### src/rtl/mem_port_arbiter_pkg.sv
// Shared types and defaults for the unified-memory port arbiter.
// Both requesters are normalised into one mem_req_t before issue.
package mem_port_arbiter_pkg;

    localparam int DEF_MAX_DM_STREAK  = 4;
    localparam int DEF_TIMEOUT_CYCLES = 16;

    typedef enum logic [1:0] {
        ARB_IDLE  = 2'd0,
        ARB_ISSUE = 2'd1,
        ARB_WAIT  = 2'd2
    } arb_state_t;

    typedef enum logic {
        OWNER_IF = 1'b0,
        OWNER_DM = 1'b1
    } arb_owner_t;

    typedef struct packed {
        logic        we;
        logic [31:0] addr;
        logic [31:0] wdata;
        logic [3:0]  be;
    } mem_req_t;

    localparam mem_req_t MEM_REQ_NONE = '{we: 1'b0, addr: 32'h0000_0000,
                                          wdata: 32'h0000_0000, be: 4'h0};

    // Fetches never write: full-word read with no store data.
    function automatic mem_req_t fetch_req(input logic [31:0] addr);
        mem_req_t r;
        r.we    = 1'b0;
        r.addr  = addr;
        r.wdata = 32'h0000_0000;
        r.be    = 4'hF;
        return r;
    endfunction

    function automatic mem_req_t data_req(input logic        we,
                                          input logic [31:0] addr,
                                          input logic [31:0] wdata,
                                          input logic [3:0]  be);
        mem_req_t r;
        r.we    = we;
        r.addr  = addr;
        r.wdata = wdata;
        r.be    = be;
        return r;
    endfunction

endpackage

### src/rtl/mem_port_arbiter_if.sv
// Bundle of the fetch, data and memory handshakes around the arbiter.
// slave = arbiter side, master = CPU sequencer plus memory side.
interface mem_port_arbiter_if;

    logic        IF_REQ;
    logic [31:0] IF_ADDR;
    logic        IF_GNT;
    logic        IF_RVALID;
    logic [31:0] IF_RDATA;

    logic        DM_REQ;
    logic        DM_WE;
    logic [31:0] DM_ADDR;
    logic [31:0] DM_WDATA;
    logic [3:0]  DM_BE;
    logic        DM_GNT;
    logic        DM_RVALID;
    logic [31:0] DM_RDATA;

    logic        RESP_ERR;
    logic        BUSY;

    logic        MEM_REQ;
    logic        MEM_WE;
    logic [31:0] MEM_ADDR;
    logic [31:0] MEM_WDATA;
    logic [3:0]  MEM_BE;
    logic        MEM_READY;
    logic        MEM_RVALID;
    logic [31:0] MEM_RDATA;

    modport slave (
        input  IF_REQ, IF_ADDR,
        input  DM_REQ, DM_WE, DM_ADDR, DM_WDATA, DM_BE,
        input  MEM_READY, MEM_RVALID, MEM_RDATA,
        output IF_GNT, IF_RVALID, IF_RDATA,
        output DM_GNT, DM_RVALID, DM_RDATA,
        output RESP_ERR, BUSY,
        output MEM_REQ, MEM_WE, MEM_ADDR, MEM_WDATA, MEM_BE
    );

    modport master (
        output IF_REQ, IF_ADDR,
        output DM_REQ, DM_WE, DM_ADDR, DM_WDATA, DM_BE,
        output MEM_READY, MEM_RVALID, MEM_RDATA,
        input  IF_GNT, IF_RVALID, IF_RDATA,
        input  DM_GNT, DM_RVALID, DM_RDATA,
        input  RESP_ERR, BUSY,
        input  MEM_REQ, MEM_WE, MEM_ADDR, MEM_WDATA, MEM_BE
    );

endinterface

### src/rtl/mem_port_arbiter_arb_pick.sv
// Owner selection: DM has priority, but after MAX_DM_STREAK consecutive DM
// grants taken while a fetch was waiting, the fetch is forced through.
module arb_pick
    import mem_port_arbiter_pkg::*;
#(
    parameter int MAX_DM_STREAK = DEF_MAX_DM_STREAK
) (
    input  logic       CLK,
    input  logic       RSTN,
    input  logic       if_req,
    input  logic       dm_req,
    input  logic       gnt_stb,
    output arb_owner_t owner
);

    localparam int SW = $clog2(MAX_DM_STREAK + 1);
    localparam logic [SW-1:0] STREAK_MAX = SW'(MAX_DM_STREAK);

    logic [SW-1:0] streak_r;

    // owner for a grant taken this cycle
    always_comb begin
        owner = OWNER_DM;
        if (if_req && (!dm_req || (streak_r == STREAK_MAX))) begin
            owner = OWNER_IF;
        end else begin
            owner = OWNER_DM;
        end
    end

    // streak counts DM wins only while a fetch was kept waiting
    always_ff @(posedge CLK or negedge RSTN) begin
        if (!RSTN) begin
            streak_r <= {SW{1'b0}};
        end else if (gnt_stb) begin
            if ((owner == OWNER_DM) && if_req) begin
                if (streak_r != STREAK_MAX) begin
                    streak_r <= streak_r + SW'(1);
                end
            end else begin
                streak_r <= {SW{1'b0}};
            end
        end
    end

endmodule

### src/rtl/mem_port_arbiter.sv
// Shares one single-ported memory between fetch and data access: grant,
// issue, wait for response, return -- one access outstanding at a time.
module mem_port_arbiter
    import mem_port_arbiter_pkg::*;
#(
    parameter int MAX_DM_STREAK  = DEF_MAX_DM_STREAK,
    parameter int TIMEOUT_CYCLES = DEF_TIMEOUT_CYCLES
) (
    input  logic              CLK,
    input  logic              RSTN,
    mem_port_arbiter_if.slave bus
);

    localparam int TW = $clog2(TIMEOUT_CYCLES + 1);
    localparam logic [TW-1:0] TMO_LAST = TW'(TIMEOUT_CYCLES - 1);

    arb_state_t    state_r;
    arb_owner_t    owner_r;
    arb_owner_t    pick_owner_s;
    mem_req_t      req_r;
    logic [TW-1:0] tmo_r;
    logic          gnt_stb_s;
    logic          if_gnt_r;
    logic          dm_gnt_r;
    logic          if_rvalid_r;
    logic          dm_rvalid_r;
    logic          resp_err_r;
    logic          busy_r;
    logic          mem_req_r;
    logic [31:0]   if_rdata_r;
    logic [31:0]   dm_rdata_r;

    // a new owner is chosen only from IDLE
    always_comb begin
        gnt_stb_s = 1'b0;
        if ((state_r == ARB_IDLE) && (bus.IF_REQ || bus.DM_REQ)) begin
            gnt_stb_s = 1'b1;
        end else begin
            gnt_stb_s = 1'b0;
        end
    end

    arb_pick #(
        .MAX_DM_STREAK (MAX_DM_STREAK)
    ) u_pick (
        .CLK     (CLK),
        .RSTN    (RSTN),
        .if_req  (bus.IF_REQ),
        .dm_req  (bus.DM_REQ),
        .gnt_stb (gnt_stb_s),
        .owner   (pick_owner_s)
    );

    // access sequencer with registered handshake and response outputs
    always_ff @(posedge CLK or negedge RSTN) begin
        if (!RSTN) begin
            state_r     <= ARB_IDLE;
            owner_r     <= OWNER_IF;
            req_r       <= MEM_REQ_NONE;
            tmo_r       <= {TW{1'b0}};
            if_gnt_r    <= 1'b0;
            dm_gnt_r    <= 1'b0;
            if_rvalid_r <= 1'b0;
            dm_rvalid_r <= 1'b0;
            resp_err_r  <= 1'b0;
            busy_r      <= 1'b0;
            mem_req_r   <= 1'b0;
            if_rdata_r  <= 32'h0000_0000;
            dm_rdata_r  <= 32'h0000_0000;
        end else begin
            if_gnt_r    <= 1'b0;
            dm_gnt_r    <= 1'b0;
            if_rvalid_r <= 1'b0;
            dm_rvalid_r <= 1'b0;
            resp_err_r  <= 1'b0;
            case (state_r)
                ARB_IDLE: begin
                    if (gnt_stb_s) begin
                        owner_r   <= pick_owner_s;
                        state_r   <= ARB_ISSUE;
                        mem_req_r <= 1'b1;
                        busy_r    <= 1'b1;
                        if (pick_owner_s == OWNER_DM) begin
                            req_r    <= data_req(bus.DM_WE, bus.DM_ADDR, bus.DM_WDATA, bus.DM_BE);
                            dm_gnt_r <= 1'b1;
                        end else begin
                            req_r    <= fetch_req(bus.IF_ADDR);
                            if_gnt_r <= 1'b1;
                        end
                    end else begin
                        busy_r <= 1'b0;
                    end
                end
                ARB_ISSUE: begin
                    // backpressure may last forever; the timeout only covers WAIT
                    if (bus.MEM_READY) begin
                        state_r   <= ARB_WAIT;
                        mem_req_r <= 1'b0;
                        tmo_r     <= {TW{1'b0}};
                    end else begin
                        mem_req_r <= 1'b1;
                    end
                end
                ARB_WAIT: begin
                    if (bus.MEM_RVALID) begin
                        state_r <= ARB_IDLE;
                        busy_r  <= 1'b0;
                        if (owner_r == OWNER_IF) begin
                            if_rvalid_r <= 1'b1;
                            if_rdata_r  <= bus.MEM_RDATA;
                        end else begin
                            dm_rvalid_r <= 1'b1;
                            if (!req_r.we) begin
                                dm_rdata_r <= bus.MEM_RDATA;
                            end
                        end
                    end else if (tmo_r == TMO_LAST) begin
                        // give up: error response with zeroed data, late data is dropped
                        state_r    <= ARB_IDLE;
                        busy_r     <= 1'b0;
                        resp_err_r <= 1'b1;
                        if (owner_r == OWNER_IF) begin
                            if_rvalid_r <= 1'b1;
                            if_rdata_r  <= 32'h0000_0000;
                        end else begin
                            dm_rvalid_r <= 1'b1;
                            dm_rdata_r  <= 32'h0000_0000;
                        end
                    end else begin
                        tmo_r <= tmo_r + TW'(1);
                    end
                end
                default: begin
                    state_r   <= ARB_IDLE;
                    mem_req_r <= 1'b0;
                    busy_r    <= 1'b0;
                end
            endcase
        end
    end

    assign bus.IF_GNT    = if_gnt_r;
    assign bus.IF_RVALID = if_rvalid_r;
    assign bus.IF_RDATA  = if_rdata_r;
    assign bus.DM_GNT    = dm_gnt_r;
    assign bus.DM_RVALID = dm_rvalid_r;
    assign bus.DM_RDATA  = dm_rdata_r;
    assign bus.RESP_ERR  = resp_err_r;
    assign bus.BUSY      = busy_r;
    assign bus.MEM_REQ   = mem_req_r;
    assign bus.MEM_WE    = req_r.we;
    assign bus.MEM_ADDR  = req_r.addr;
    assign bus.MEM_WDATA = req_r.wdata;
    assign bus.MEM_BE    = req_r.be;

endmodule

### src/flat_wrapper.sv
// flat-port wrapper written by rule: the top's interface ports become plain ports
module mem_port_arbiter_flat import mem_port_arbiter_pkg::*;
#(
    parameter int MAX_DM_STREAK  = DEF_MAX_DM_STREAK,
    parameter int TIMEOUT_CYCLES = DEF_TIMEOUT_CYCLES
)
  (CLK, RSTN, bus_IF_REQ, bus_IF_ADDR, bus_DM_REQ, bus_DM_WE, bus_DM_ADDR, bus_DM_WDATA, bus_DM_BE, bus_MEM_READY, bus_MEM_RVALID, bus_MEM_RDATA, bus_IF_GNT, bus_IF_RVALID, bus_IF_RDATA, bus_DM_GNT, bus_DM_RVALID, bus_DM_RDATA, bus_RESP_ERR, bus_BUSY, bus_MEM_REQ, bus_MEM_WE, bus_MEM_ADDR, bus_MEM_WDATA, bus_MEM_BE);
  mem_port_arbiter_if bus_i ();
  input  logic CLK;
  input  logic RSTN;
  input wire logic [$bits(bus_i.IF_REQ)-1:0] bus_IF_REQ;
  input wire logic [$bits(bus_i.IF_ADDR)-1:0] bus_IF_ADDR;
  input wire logic [$bits(bus_i.DM_REQ)-1:0] bus_DM_REQ;
  input wire logic [$bits(bus_i.DM_WE)-1:0] bus_DM_WE;
  input wire logic [$bits(bus_i.DM_ADDR)-1:0] bus_DM_ADDR;
  input wire logic [$bits(bus_i.DM_WDATA)-1:0] bus_DM_WDATA;
  input wire logic [$bits(bus_i.DM_BE)-1:0] bus_DM_BE;
  input wire logic [$bits(bus_i.MEM_READY)-1:0] bus_MEM_READY;
  input wire logic [$bits(bus_i.MEM_RVALID)-1:0] bus_MEM_RVALID;
  input wire logic [$bits(bus_i.MEM_RDATA)-1:0] bus_MEM_RDATA;
  output wire logic [$bits(bus_i.IF_GNT)-1:0] bus_IF_GNT;
  output wire logic [$bits(bus_i.IF_RVALID)-1:0] bus_IF_RVALID;
  output wire logic [$bits(bus_i.IF_RDATA)-1:0] bus_IF_RDATA;
  output wire logic [$bits(bus_i.DM_GNT)-1:0] bus_DM_GNT;
  output wire logic [$bits(bus_i.DM_RVALID)-1:0] bus_DM_RVALID;
  output wire logic [$bits(bus_i.DM_RDATA)-1:0] bus_DM_RDATA;
  output wire logic [$bits(bus_i.RESP_ERR)-1:0] bus_RESP_ERR;
  output wire logic [$bits(bus_i.BUSY)-1:0] bus_BUSY;
  output wire logic [$bits(bus_i.MEM_REQ)-1:0] bus_MEM_REQ;
  output wire logic [$bits(bus_i.MEM_WE)-1:0] bus_MEM_WE;
  output wire logic [$bits(bus_i.MEM_ADDR)-1:0] bus_MEM_ADDR;
  output wire logic [$bits(bus_i.MEM_WDATA)-1:0] bus_MEM_WDATA;
  output wire logic [$bits(bus_i.MEM_BE)-1:0] bus_MEM_BE;
  assign bus_i.IF_REQ = bus_IF_REQ;
  assign bus_i.IF_ADDR = bus_IF_ADDR;
  assign bus_i.DM_REQ = bus_DM_REQ;
  assign bus_i.DM_WE = bus_DM_WE;
  assign bus_i.DM_ADDR = bus_DM_ADDR;
  assign bus_i.DM_WDATA = bus_DM_WDATA;
  assign bus_i.DM_BE = bus_DM_BE;
  assign bus_i.MEM_READY = bus_MEM_READY;
  assign bus_i.MEM_RVALID = bus_MEM_RVALID;
  assign bus_i.MEM_RDATA = bus_MEM_RDATA;
  assign bus_IF_GNT = bus_i.IF_GNT;
  assign bus_IF_RVALID = bus_i.IF_RVALID;
  assign bus_IF_RDATA = bus_i.IF_RDATA;
  assign bus_DM_GNT = bus_i.DM_GNT;
  assign bus_DM_RVALID = bus_i.DM_RVALID;
  assign bus_DM_RDATA = bus_i.DM_RDATA;
  assign bus_RESP_ERR = bus_i.RESP_ERR;
  assign bus_BUSY = bus_i.BUSY;
  assign bus_MEM_REQ = bus_i.MEM_REQ;
  assign bus_MEM_WE = bus_i.MEM_WE;
  assign bus_MEM_ADDR = bus_i.MEM_ADDR;
  assign bus_MEM_WDATA = bus_i.MEM_WDATA;
  assign bus_MEM_BE = bus_i.MEM_BE;
  mem_port_arbiter #(.MAX_DM_STREAK(MAX_DM_STREAK), .TIMEOUT_CYCLES(TIMEOUT_CYCLES)) u_core (.CLK(CLK), .RSTN(RSTN), .bus(bus_i));
endmodule
### config.mk
export PLATFORM = sky130hd
export DESIGN_NAME = mem_port_arbiter_flat
export DESIGN_NICKNAME = d
export VERILOG_FILES = /design/src/rtl/mem_port_arbiter_pkg.sv /design/src/rtl/mem_port_arbiter_if.sv /design/src/rtl/mem_port_arbiter_arb_pick.sv /design/src/rtl/mem_port_arbiter.sv /design/src/flat_wrapper.sv
export SDC_FILE = /design/constraint.sdc
export NUM_CORES = 1
export LEC_CHECK = 0
export CAP_MARGIN = 20
export CORE_ASPECT_RATIO = 2
export CORE_MARGIN = 3
export CORE_UTILIZATION = 46
export DETAILED_ROUTE_END_ITERATION = 8
export PLACE_DENSITY = 0.95
export SLEW_MARGIN = 20
export SYNTH_ARGS = -nofsm -noshare
export SYNTH_HDL_FRONTEND = slang
export SYNTH_SLANG_ARGS = --single-unit
### constraint.sdc
create_clock -name CLK -period 4.7 [get_ports CLK]
set_input_delay 0.705 -clock CLK [delete_from_list [all_inputs] [get_ports CLK]]
set_output_delay 0.705 -clock CLK [all_outputs]
set_load 0.03 [all_outputs]
* Word-level counts from Yosys, hierarchy flattened
Index checks and enable logic that the tools add are counted.
Operators by class: mux-type cells 46, reduce and logical (&&, ||, !) cells 17, equal/unequal tests 12, add/sub/neg operators 2, bitwise operators 3
Operators by type and width (number):
- $mux W32 | 9
- $mux W69 | 1
- $mux W1 | 23
- $mux W5 | 3
- $pmux W5 S2 | 1
- $mux W2 | 4
- $ne A2 B2 Y1 const B | 4
- $reduce_and A2 Y1 | 4
- $reduce_and A4 Y1 | 2
- $mux W3 | 2
- $pmux W1 S3 | 2
- $pmux W2 S3 | 1
- $reduce_and A3 Y1 | 2
- $add A5 B1 Y5 const B | 1
- $eq A5 B4 Y1 const B | 1
- $ne A2 B1 Y1 const B | 2
- $reduce_bool A2 Y1 | 2
- $add A3 B1 Y3 const B | 1
- $eq A3 B3 Y1 const B | 1
- $logic_and A1 B1 Y1 | 3
- $ne A3 B2 Y1 const B | 1
- $ne A3 B3 Y1 const B | 1
- $not A1 Y1 | 3
- $eq A2 B1 Y1 const B | 1
- other kinds (4) | 5
Word-level totals: logic and storage cells 97, bits in registers 151, input port bits 139, output and inout bits 140

* Longest topological paths before layout
Gate-level depths: netlist of run 1.
word-level depth 7, depth in mapped cells 8, gate-level depth less buffers 6

* Hierarchy
Synthesis of run 1 repeated with hierarchy kept, for this count alone.
Unflattened totals: cells, all modules 505, area, all modules 6840.3 um2
By module, submodules not included:
- mem_port_arbiter | cells each 485, times used 1, seq. area each 3703.6 um2, area each 6647.6 um2
- arb_pick | cells each 20, times used 1, seq. area each 75.1 um2, area each 192.7 um2

* Least setup slack after synthesis of run 1
Ideal clock, no wire load.
path kind reg2reg, from register u_core.tmo_r[0], to register u_core.dm_rdata_r[10], in the netlist u_core.bus.DM_RDATA[10], library setup time 0.125 ns, path buffers 1, stages on the path, launching flop included 8, arrival 1.916 ns, required time 4.575 ns, path slack 2.659 ns, cell sequence dfrtp_1 > ha_1 > and3_1 > ha_1 > nor2_1 > a2111o_1 > buf_6 > mux2_4
Between the ends: longest elaborated chain between the ends 3
Ends and longest elaborated chain:
- start: declaration | RTL line mem_port_arbiter.sv:21 | logic [TW-1:0] tmo_r;
- start signal: assignment | RTL line mem_port_arbiter.sv:60 | tmo_r <= {TW{1'b0}};
- start signal: assignment | RTL line mem_port_arbiter.sv:99 | tmo_r <= {TW{1'b0}};
- start signal: assignment | RTL line mem_port_arbiter.sv:130 | tmo_r <= tmo_r + TW'(1);
- $eq A5 B4 Y1 | RTL line mem_port_arbiter.sv:117 | end else if (tmo_r == TMO_LAST) begin
- $reduce_bool A2 Y1 (no line)
- $reduce_and A4 Y1 (no line)
- end signal: assignment | RTL line mem_port_arbiter.sv:114 | dm_rdata_r <= bus.MEM_RDATA;
- end: declaration | RTL line mem_port_arbiter.sv:31 | logic [31:0] dm_rdata_r;
Every way passes these cells. A chain may end at the register's enable or synchronous reset.

* Worst setup path in the final report of run 1
from input bus_IF_REQ, to register u_core.req_r, in the netlist u_core.bus.MEM_ADDR[12]
Between the ends: longest elaborated chain between the ends 4
Ends and longest elaborated chain:
- start: declaration | RTL line flat_wrapper.sv:11 | input wire logic [$bits(bus_i.IF_REQ)-1:0] bus_IF_REQ;
- $logic_or A1 B1 Y1 | RTL line mem_port_arbiter.sv:36 | if ((state_r == ARB_IDLE) && (bus.IF_REQ || bus.DM_REQ)) begin
- $logic_and A1 B1 Y1 | RTL line mem_port_arbiter.sv:36
- $mux W1 | RTL line mem_port_arbiter.sv:36
- $reduce_and A2 Y1 (no line)
- end signal: assignment | RTL line mem_port_arbiter.sv:84 | req_r <= data_req(bus.DM_WE, bus.DM_ADDR, bus.DM_WDATA, bus.DM_BE);
- end signal: assignment | RTL line mem_port_arbiter.sv:87 | req_r <= fetch_req(bus.IF_ADDR);
- end: declaration | RTL line mem_port_arbiter.sv:20 | mem_req_t req_r;
Parallel ways exist; a longest one is shown, timed or not.

==> flow_summary.toml, run 1 <==
[run_status]
run_status = "completed"

[finish]
layout_commonest_cell = "clkdlybuf4s50_1"
most-common-layout-cells = "clkdlybuf4s50_1 (277), dfrtp_1 (151), mux2_2 (34), a22o_1 (34)"
n_fill_cell = 860
fin_area_um2 = 9789
syn_to_final_growth_pct = 54.50
drive_gt1_share_pct = 15.17
nNetsFinal = 855
diodes = 0

[sta]
max_freq_mhz = 330.2
period_needed_ns = 3.029
fin_skew_ns = 0.01538
fin_crit_sh_pct = 64.44
relSlewSlack_pct = 32.57
tightest_slew_ns = 1.011
drv_slew = 0
hold_viol = 0
tns_ns = 0
rsz0062_at_grt = "no"
finalSetupViolations = 0

[yosys]
ys_seq_area_share_pct = 59.64
synth_cell_types = 41
synth_warnings = 0
syn_area_per_cell_um2 = 14.24
synth.top_cells.by_area = "dfrtp_1 (60%), mux2_4 (7.1%), mux2_2 (6.0%)"
synthCells = 445
synth-edff-count = 0
synth_ff_type = "dfrtp_1"
ys_ff_latch = 151
syn_area_um2 = 6336
synth_top_area_share_pct = 59.64
async_flop_share_pct = 100.0
synthesis.nets = 588
yosysTopAreaCell = "dfrtp_1"

[critical_path]
slowest_stage = "clkinv_2"
cp-end-kind = "register"
required_ns = 4.99
critPathArrivalTime_ns = 3.32
cp_cell_sequence = "clkdlybuf4s50_1 > buf_4 > nand3_1 > nand3_1 > clkinv_2 > a221o_1"
critPathLaunchType = "input port"
slowest_delay_ns = 0.74
r2r-start = "u_core.tmo_r[0]"
cp-startpoint = "bus_IF_REQ"
path_class = "in -> reg"
critPathMaxFanout = 66
critPathMostFrequentCell = "nand3_1"

[detailed_routing]
drt_wl_total_um = 19250
drtIter0Drc = 152
antenna_left = 0
vias_per_cell = 5.698
wire_per_inst_um = 21.87
drcViolationCount = 0
via_count = 5014
drtPass1Iterations = 5

[place]
place_area_um2 = 9219
dpl.hpwl_um = 13700
gp_congestion = 0.8391
io_buffer_count = 278

[floorplanning]
die_x_um = 88.99
coreArea_um2 = 13440
std_cell_rows = 60
initial_core_util_pct = 47.15
die_area_um2 = 15300
die_height_um = 172.0
io_pins = 279

[clocking]
cts_buffer_depth = 2
cts-root-buf = "clkbuf_16"
cts_repair_resize_count = 0
numCtsBuffers = 17
post_cts_buffers = 0
path_clk_slew_ns = 0.06
htree_levels = 4
cts.sinks = 151
cts_hold_buffers = 0
cts_tree = "built"
clock_latency_ns = 0.42

[global_route]
grtUsageTotal_pct = 25.05
grt-ovfl-total = 0
grt_max_degree = 111
grt_pass1_wl_um = 29150
antenna_found_initial = 0
grt_pass1_vias = 5485

[pwr]
p_leak_nw = 4.433
p_per_area_nw_per_um2 = 709.3
ir_worst_vdd_mv = 0.3514

[job]
maxCapViolations = 0

[hold_path]
hp-class = "in -> async"
power by group:
part           internal, W  switching (W)  total (W)
clock network     0.000697       0.000592    0.00129
registers          0.00185       0.000358    0.00221
logic              0.00157        0.00188    0.00345
cell type report:
type | instances | area, µm² | area share (%)
clock buffer | 17 | 425.4 | 4.346
clock inverter | 15 | 136.4 | 1.393
inverter | 7 | 27.53 | 0.2812
multi-input combinational | 251 | 2386 | 24.37
sequential | 151 | 3779 | 38.60
tap | 155 | 193.9 | 1.981
timing repair buffer | 284 | 2841 | 29.03
flip-flops by register name, summed over array words and instances (netlist names), 2 cells and up:
| signal | cells |
|---|---|
| u_core.tmo_r | 5 |
| u_core.state_r | 2 |
| u_core.bus.MEM_BE | 4 |
| u_core.bus.MEM_WDATA | 32 |
| u_core.bus.DM_RDATA | 32 |
| u_core.bus.MEM_ADDR | 32 |
| u_core.bus.IF_RDATA | 32 |
| u_core.u_pick.streak_r | 3 |
routing by layer:
metal / up-vias / routed length, µm / GRT usage, %
met2: 234 / 10980 / 46.21
met4: 0 / 719 / 12.18
met5: - / 0 / 0
met1: 2522 / 6557 / 26.02
met3: 50 / 990 / 5.293
li1: 2208 / - / -
worst max-delay path, delay by kind of cell:
family	cells	cell delay (ns)
buf+inv	3	1.52
compound gates	1	0.61
simple gates	2	0.43
Yosys cell counts (7+ instances only):
master    number
a221o_1       32
a22o_1        34
and2_1        32
and4b_1       32
buf_2         13
clkbuf_1      20
dfrtp_1      151
inv_1          7
mux2_2        34
mux2_4        30
nand2_1        8
nand3_1        7
through the flow:
step	power, W	instances	utilization, %	setup slack (ns)	hold slack [ns]
finish	0.006944	880	72.85	1.671	0.4010
global placement	0.005522	848	68.60	1.692	0.4736
global route	0.007244	880	72.85	1.483	0.4654
detailed placement	0.005662	848	68.60	1.639	0.4772
CTS	0.006995	880	72.78	1.860	0.4604
floorplan	0.004126	445	-	2.659	0.4094
final timing paths:
check | cells after the start | to | slack, ns
worst max-delay path | 6 | u_core.bus.MEM_ADDR[12] | 1.67
worst min-delay path | 1 | u_core.bus.DM_RDATA[9] | 0.40
worst max register to register | 6 | u_core.bus.DM_RDATA[31] | 1.84
worst min register to register | 1 | u_core.bus.MEM_BE[3] | 0.49
max in group asynchronous | 2 | u_core.bus.DM_RDATA[23] | 3.13
min in group CLK | 1 | u_core.bus.MEM_BE[3] | 0.49
kinds of logic (layout without fill, tap and decap cells):
kind of cell / Yosys count / count (layout) / share of synthesized area [%]
flops: 151 / 151 / 59.64
mux: 65 / 65 / 13.31
xor+xnor: 1 / 1 / 0.1383
simple gates: 96 / 96 / 10.98
fa+ha+maj: 4 / 4 / 0.7899
compound gates: 85 / 85 / 11.99
buf+inv: 43 / 323 / 3.160
Note: power is estimated with default switching activity, not from simulation.
==> inputs of run 2 (changes only) <==
--- a/config.mk
+++ b/config.mk
@@ -8,9 +8,9 @@
 export CAP_MARGIN = 20
 export CORE_ASPECT_RATIO = 2
 export CORE_MARGIN = 3
-export CORE_UTILIZATION = 46
+export CORE_UTILIZATION = 42
 export DETAILED_ROUTE_END_ITERATION = 8
-export PLACE_DENSITY = 0.95
+export PLACE_DENSITY = 0.88
 export SLEW_MARGIN = 20
 export SYNTH_ARGS = -nofsm -noshare
 export SYNTH_HDL_FRONTEND = slang
==> constraint.sdc (replaced) <==
create_clock -name CLK -period 2.8 [get_ports CLK]
set_input_delay 0.42 -clock CLK [delete_from_list [all_inputs] [get_ports CLK]]
set_output_delay 0.42 -clock CLK [all_outputs]
set_load 0.03 [all_outputs]
==> run 2 against run 1 <==
Net effect: routed wire length rose by 0.67%; sequential cell count is the same; setup slack worse by 1.5 ns; first-iteration DRC count up 24%; clock skew decreased by 0.0016 ns; worst hold slack better by 0.097 ns; register-to-register slack got worse by 1.6 ns; sequential share of layout area down 0.49 points; via count is 0.80% lower; design area up 1.3%; critical path depth did not move; non-clock buffer count rose by 6; critical endpoint is now u_core.bus.DM_RDATA[0]; largest power group unchanged.
==> flow_summary.toml, run 2 (synthesis gave the netlist of run 1 again) <==
[critical_path]
slowest_delay_ns = 0.80
critPathMaxFanout = 32
critPathMostFrequentCell = "ha_1"
required_ns = 3.09
cp_cell_sequence = "ha_1 > and3_1 > ha_1 > nor2_1 > a2111o_2 > mux2_2"
critPathArrivalTime_ns = 2.88
slowest_stage = "a2111o_2"
path_class = "reg -> reg"
critical_path.top_delay_family = "compound AO/OA/AOI/OAI gates"
crit_buf_inv = 0
critPathLaunchType = "register"
cp-end-kind = "register"

[pwr]
power_frac_seq_pct = 31.6
total_power_w = 0.01174
p_switching_w = 0.004706
p_comb_share_pct = 49.5
p_per_area_nw_per_um2 = 1184
intPower_w = 0.007036
power_frac_clock_pct = 18.9
ir_worst_vdd_mv = 0.5174
p_leak_nw = 4.471
power_switching_share_pct = 40.08

[clocking]
cts_repair_resize_count = 0
post_cts_buffers = 0
cts-root-buf = "clkbuf_16"
cts.sinks = 151
cts_tree = "built"
cts_buffer_depth = 2
htree_levels = 4
clock_latency_ns = 0.41
numCtsBuffers = 17
path_clk_slew_ns = 0.07

[detailed_routing]
drt_wl_total_um = 19380
drtIter0Drc = 189
drtPass1Iterations = 4
drcViolationCount = 0
vias_per_cell = 5.389
antenna_left = 0
via_count = 4974
wire_per_inst_um = 20.99

[finish]
nNetsFinal = 861
n_fill_cell = 1020
fin_util_pct = 67.98
layout_commonest_cell = "clkdlybuf4s50_1"
most-common-layout-cells = "clkdlybuf4s50_1 (277), dfrtp_1 (151), mux2_2 (34), a22o_1 (34)"
diodes = 0
drive_gt1_share_pct = 15.60
syn_to_final_growth_pct = 56.48
stdcell_count = 923

[floorplanning]
die_height_um = 179.7
std_cell_rows = 62
io_pins = 279
die_x_um = 92.85
coreArea_um2 = 14580
initial_core_util_pct = 43.45
die_area_um2 = 16690

[sta]
tns_ns = 0
tightest_slew_ns = 1.027
rsz0062_at_grt = "no"
period_needed_ns = 2.590
drv_slew = 0
relSlewSlack_pct = 31.55
max_freq_mhz = 386.1
hold_viol = 0
fin_crit_sh_pct = 92.50
fin_skew_ns = 0.01381
setup_ws_ns = 0.2099
finalSetupViolations = 0

[global_route]
grt-ovfl-total = 0
grt_max_degree = 71
grt_pass1_wl_um = 30390
grt_pass1_vias = 5576
grtUsageTotal_pct = 23.43
antenna_found_initial = 0

[place]
dpl.hpwl_um = 14380
gp_congestion = 0.7925
placed_cells = 890
io_buffer_count = 278
post-place-ws_ns = 0.2612

[run_status]
run_status = "completed"

[job]
maxCapViolations = 0

[hold_path]
hp-class = "reg -> reg"
==> run 2: worst reg2reg max path, stage by stage (launching register included) <==
cell	delay (ns)
dfrtp_1	0.42
ha_1	0.25
and3_1	0.19
ha_1	0.24
nor2_1	0.14
a2111o_2	0.80
mux2_2	0.43
==> run 2: power groups by stage <==
stage | clock, W | sequential [W] | combinational, W
3_5_place_dp | 0 | 0.00371 | 0.00585
4_1_cts | 0.00226 | 0.00371 | 0.00587
6_report | 0.00221 | 0.00371 | 0.00581
3_3_place_gp | 0 | 0.00367 | 0.00567
2_1_floorplan | 0 | 0.00532 | 0.00160
5_1_grt | 0.00237 | 0.00382 | 0.00609
==> run 2: cell type report <==
type	count	area [µm²]	share of cell area (%)
Sequential cell	151	3779	38.11
Multi-Input combinational cell	251	2379	23.99
Inverter	7	26.28	0.2650
Clock buffer	19	442.9	4.467
Clock inverter	13	133.9	1.350
Tap cell	192	240.2	2.423
Timing Repair Buffer	290	2914	29.39
==> run 2: worst paths after layout <==
kind,startpoint,endpoint,slack [ns],cells after the start
min in group asynchronous,RSTN,u_core.bus.DM_RDATA[2],0.52,2
min,u_core.bus.MEM_WDATA[20],u_core.bus.MEM_WDATA[20],0.50,1
min reg2reg,u_core.bus.MEM_WDATA[20],u_core.bus.MEM_WDATA[20],0.50,1
max in group asynchronous,RSTN,u_core.bus.MEM_ADDR[3],1.51,3
max,u_core.tmo_r[0],u_core.bus.DM_RDATA[0],0.21,6
max reg2reg,u_core.tmo_r[0],u_core.bus.DM_RDATA[0],0.21,6
==> run 2: routing by layer <==
| metal | global-route usage, % | up-vias | wire [µm] |
|---|---|---|---|
| met2 | 44.84 | 236 | 11160 |
| met5 | 0 | - | 0 |
| met1 | 23.06 | 2474 | 6327 |
| met3 | 5.774 | 48 | 1164 |
| met4 | 9.924 | 0 | 724 |
| li1 | - | 2216 | - |
==> run 2: what timing repair did <==
item                                    CTS  global route
hold endpoints to repair                 51             0
endpoints found under the setup margin    0             0
hold buffers                              1             0
==> run 2: per-stage QoR <==
stage	instance area [µm²]	hold slack (ns)
after floorplan	6336	0.1244
after global placement	9328	0.3923
after detailed placement	9328	0.3982
after CTS	9915	0.5024
after global routing	9915	0.5144
final	9915	0.4977
==> inputs of run 3 (changes only) <==
--- a/config.mk
+++ b/config.mk
@@ -6,11 +6,14 @@
 export NUM_CORES = 1
 export LEC_CHECK = 0
 export CAP_MARGIN = 20
+export CELL_PAD_IN_SITES_DETAIL_PLACEMENT = 1
+export CELL_PAD_IN_SITES_GLOBAL_PLACEMENT = 1
 export CORE_ASPECT_RATIO = 2
-export CORE_MARGIN = 3
-export CORE_UTILIZATION = 42
+export CORE_MARGIN = 2
+export CORE_UTILIZATION = 33
 export DETAILED_ROUTE_END_ITERATION = 8
-export PLACE_DENSITY = 0.88
+export GPL_ROUTABILITY_DRIVEN = 0
+export PLACE_DENSITY = 0.89
 export SLEW_MARGIN = 20
 export SYNTH_ARGS = -nofsm -noshare
 export SYNTH_HDL_FRONTEND = slang
==> run 3 against run 2 <==
Net effect: final cell count up 6.9%; first-iteration DRC count shrank 24%; via count increased by 2.7%; critical path depth up 1; clock skew decreased by 0.0027 ns; sequential share of layout area down 0.54 points; routed wire length rose by 12%; die area grew 22%; count of clock-buffer cells in the layout rose by 2; design area up 1.4%; setup slack better by 0.11 ns; largest cell class unchanged.
==> flow_summary.toml, run 3 (synthesis gave the netlist of run 1 again) <==
[sta]
drv_slew = 0
fin_skew_ns = 0.01113
max_freq_mhz = 402.8
finalSetupViolations = 0
tightest_slew_ns = 0.8234
fin_crit_sh_pct = 88.67
rsz0062_at_grt = "no"
relSlewSlack_pct = 44.33
tns_ns = 0
hold_viol = 0
period_needed_ns = 2.483

[global_route]
grt_max_degree = 65
top_usage_layer = "met2"
gr-usage-met2_pct = 39.47
grt_use_met1_pct = 21.90
grt-ovfl-total = 0
grtUsageTotal_pct = 21.51
grt_pass1_wl_um = 33020
grt_pass1_vias = 5891
grtUsageMet3_pct = 5.223
antenna_found_initial = 0

[hold_path]
holdPathStages = 1
whs_endpoint = "u_core.bus.MEM_WDATA[15]"
hp-class = "reg -> reg"
hp-start = "u_core.bus.MEM_WDATA[15]"

[pwr]
p_leak_nw = 4.493
ir_worst_vdd_mv = 0.4847
p_per_area_nw_per_um2 = 1201

[detailed_routing]
via_count = 5106
vias_per_cell = 5.173
drt_wl_total_um = 21730
drcViolationCount = 0
wire_per_inst_um = 22.01
drtIter0Drc = 143
antenna_left = 0
drtPass1Iterations = 4

[clocking]
cts_buffer_depth = 2
post_cts_buffers = 0
clock_latency_ns = 0.42
cts.sinks = 151
numCtsBuffers = 17
path_clk_slew_ns = 0.06
cts_hold_buffers = 1
cts-root-buf = "clkbuf_16"
cts_tree = "built"
htree_levels = 4
cts_repair_resize_count = 0

[finish]
diodes = 0
seq_area_um2 = 3779
multi_input_area_um2 = 2379
drive_gt1_share_pct = 15.57
layout_commonest_cell = "clkdlybuf4s50_1"
fin_area_um2 = 10060
syn_to_final_growth_pct = 58.71
n_fill_cell = 1928
most-common-layout-cells = "clkdlybuf4s50_1 (277), dfrtp_1 (151), mux2_2 (34), a22o_1 (34)"
nNetsFinal = 862

[run_status]
run_status = "completed"

[critical_path]
cp-startpoint = "u_core.tmo_r[0]"
r2r-start = "u_core.tmo_r[0]"
worst-r2r-setup-slack_ns = 0.32
cp-end-kind = "register"
path_class = "reg -> reg"
critPathMaxFanout = 32
required_ns = 3.10
reg2reg_depth = 7
critPathArrivalTime_ns = 2.78
critPathLaunchType = "register"
r2r-end = "u_core.bus.DM_RDATA[31]"

[floorplanning]
coreArea_um2 = 18830
die_height_um = 200.0
std_cell_rows = 71
initial_core_util_pct = 33.64
die_area_um2 = 20390
die_x_um = 102.0
io_pins = 279

[place]
io_buffer_count = 278
dpl.hpwl_um = 15770
place_area_um2 = 9414

[job]
maxCapViolations = 0
==> run 3: cell count changes in the layout (fill, tap and decap cells not counted), sizes merged <==
cell,before,now
buf,12,13
clkinvlp,3,5
bufinv,1,4
inv,14,8
clkbuf,19,21
clkinv,2,1
==> run 3: how the worst max path moves through the flow <==
stage	end	slack, ns	cells after the start
floorplan	u_core.bus.DM_RDATA[10]	0.76	7
global placement	u_core.bus.DM_RDATA[31]	0.53	7
detailed placement	u_core.bus.DM_RDATA[0]	0.38	7
CTS	u_core.bus.DM_RDATA[0]	0.33	7
global route	u_core.bus.DM_RDATA[31]	0.21	7
finish	u_core.bus.DM_RDATA[31]	0.32	7
==> run 3: metrics by stage <==
stage               power, W  hold WS [ns]  worst slack, ns  std cells  utilization [%]
floorplan           0.006926        0.1244           0.7587        445                -
global placement    0.009359        0.3828           0.5332        954            49.99
detailed placement  0.009639        0.3895           0.3767        954            49.99
CTS                  0.01220        0.5033           0.3307        987            53.39
global route         0.01261        0.5196           0.2137        987            53.39
finish               0.01208        0.4987           0.3172        987            53.39
==> run 3: final cells by class <==
cell class	count	area share (%)
flip-flops and latches	151	37.58
repair buffers	291	29.05
multi-input cells	251	23.65
clock buffers	21	4.579
well taps	255	3.173
clock inverters	11	1.705
inverters	7	0.2613
==> run 3: critical path, stage by stage, from the launching register on <==
cell and delay, ns:
dfrtp_1 0.41, ha_1 0.25, and3_1 0.20, ha_1 0.26, nor2_1 0.20, a2111o_2 0.13, buf_4 0.49, mux2_2 0.40
==> run 3: power by group <==
group | internal (W) | switching (W) | leakage, nW
Combinational | 0.00265 | 0.00322 | 2.27
Sequential | 0.00310 | 0.000645 | 1.93
Clock | 0.00154 | 0.000921 | 0.292
Total | 0.00730 | 0.00478 | 4.49
==> run 3: metal layers <==
| layer | share of wire (%) | wire [µm] | vias up |
|---|---|---|---|
| met5 | 0 | 0 | - |
| met4 | 4.3 | 945 | 0 |
| met3 | 6.3 | 1373 | 63 |
| met2 | 55 | 11960 | 247 |
| met1 | 34 | 7454 | 2580 |
| li1 | - | - | 2216 |
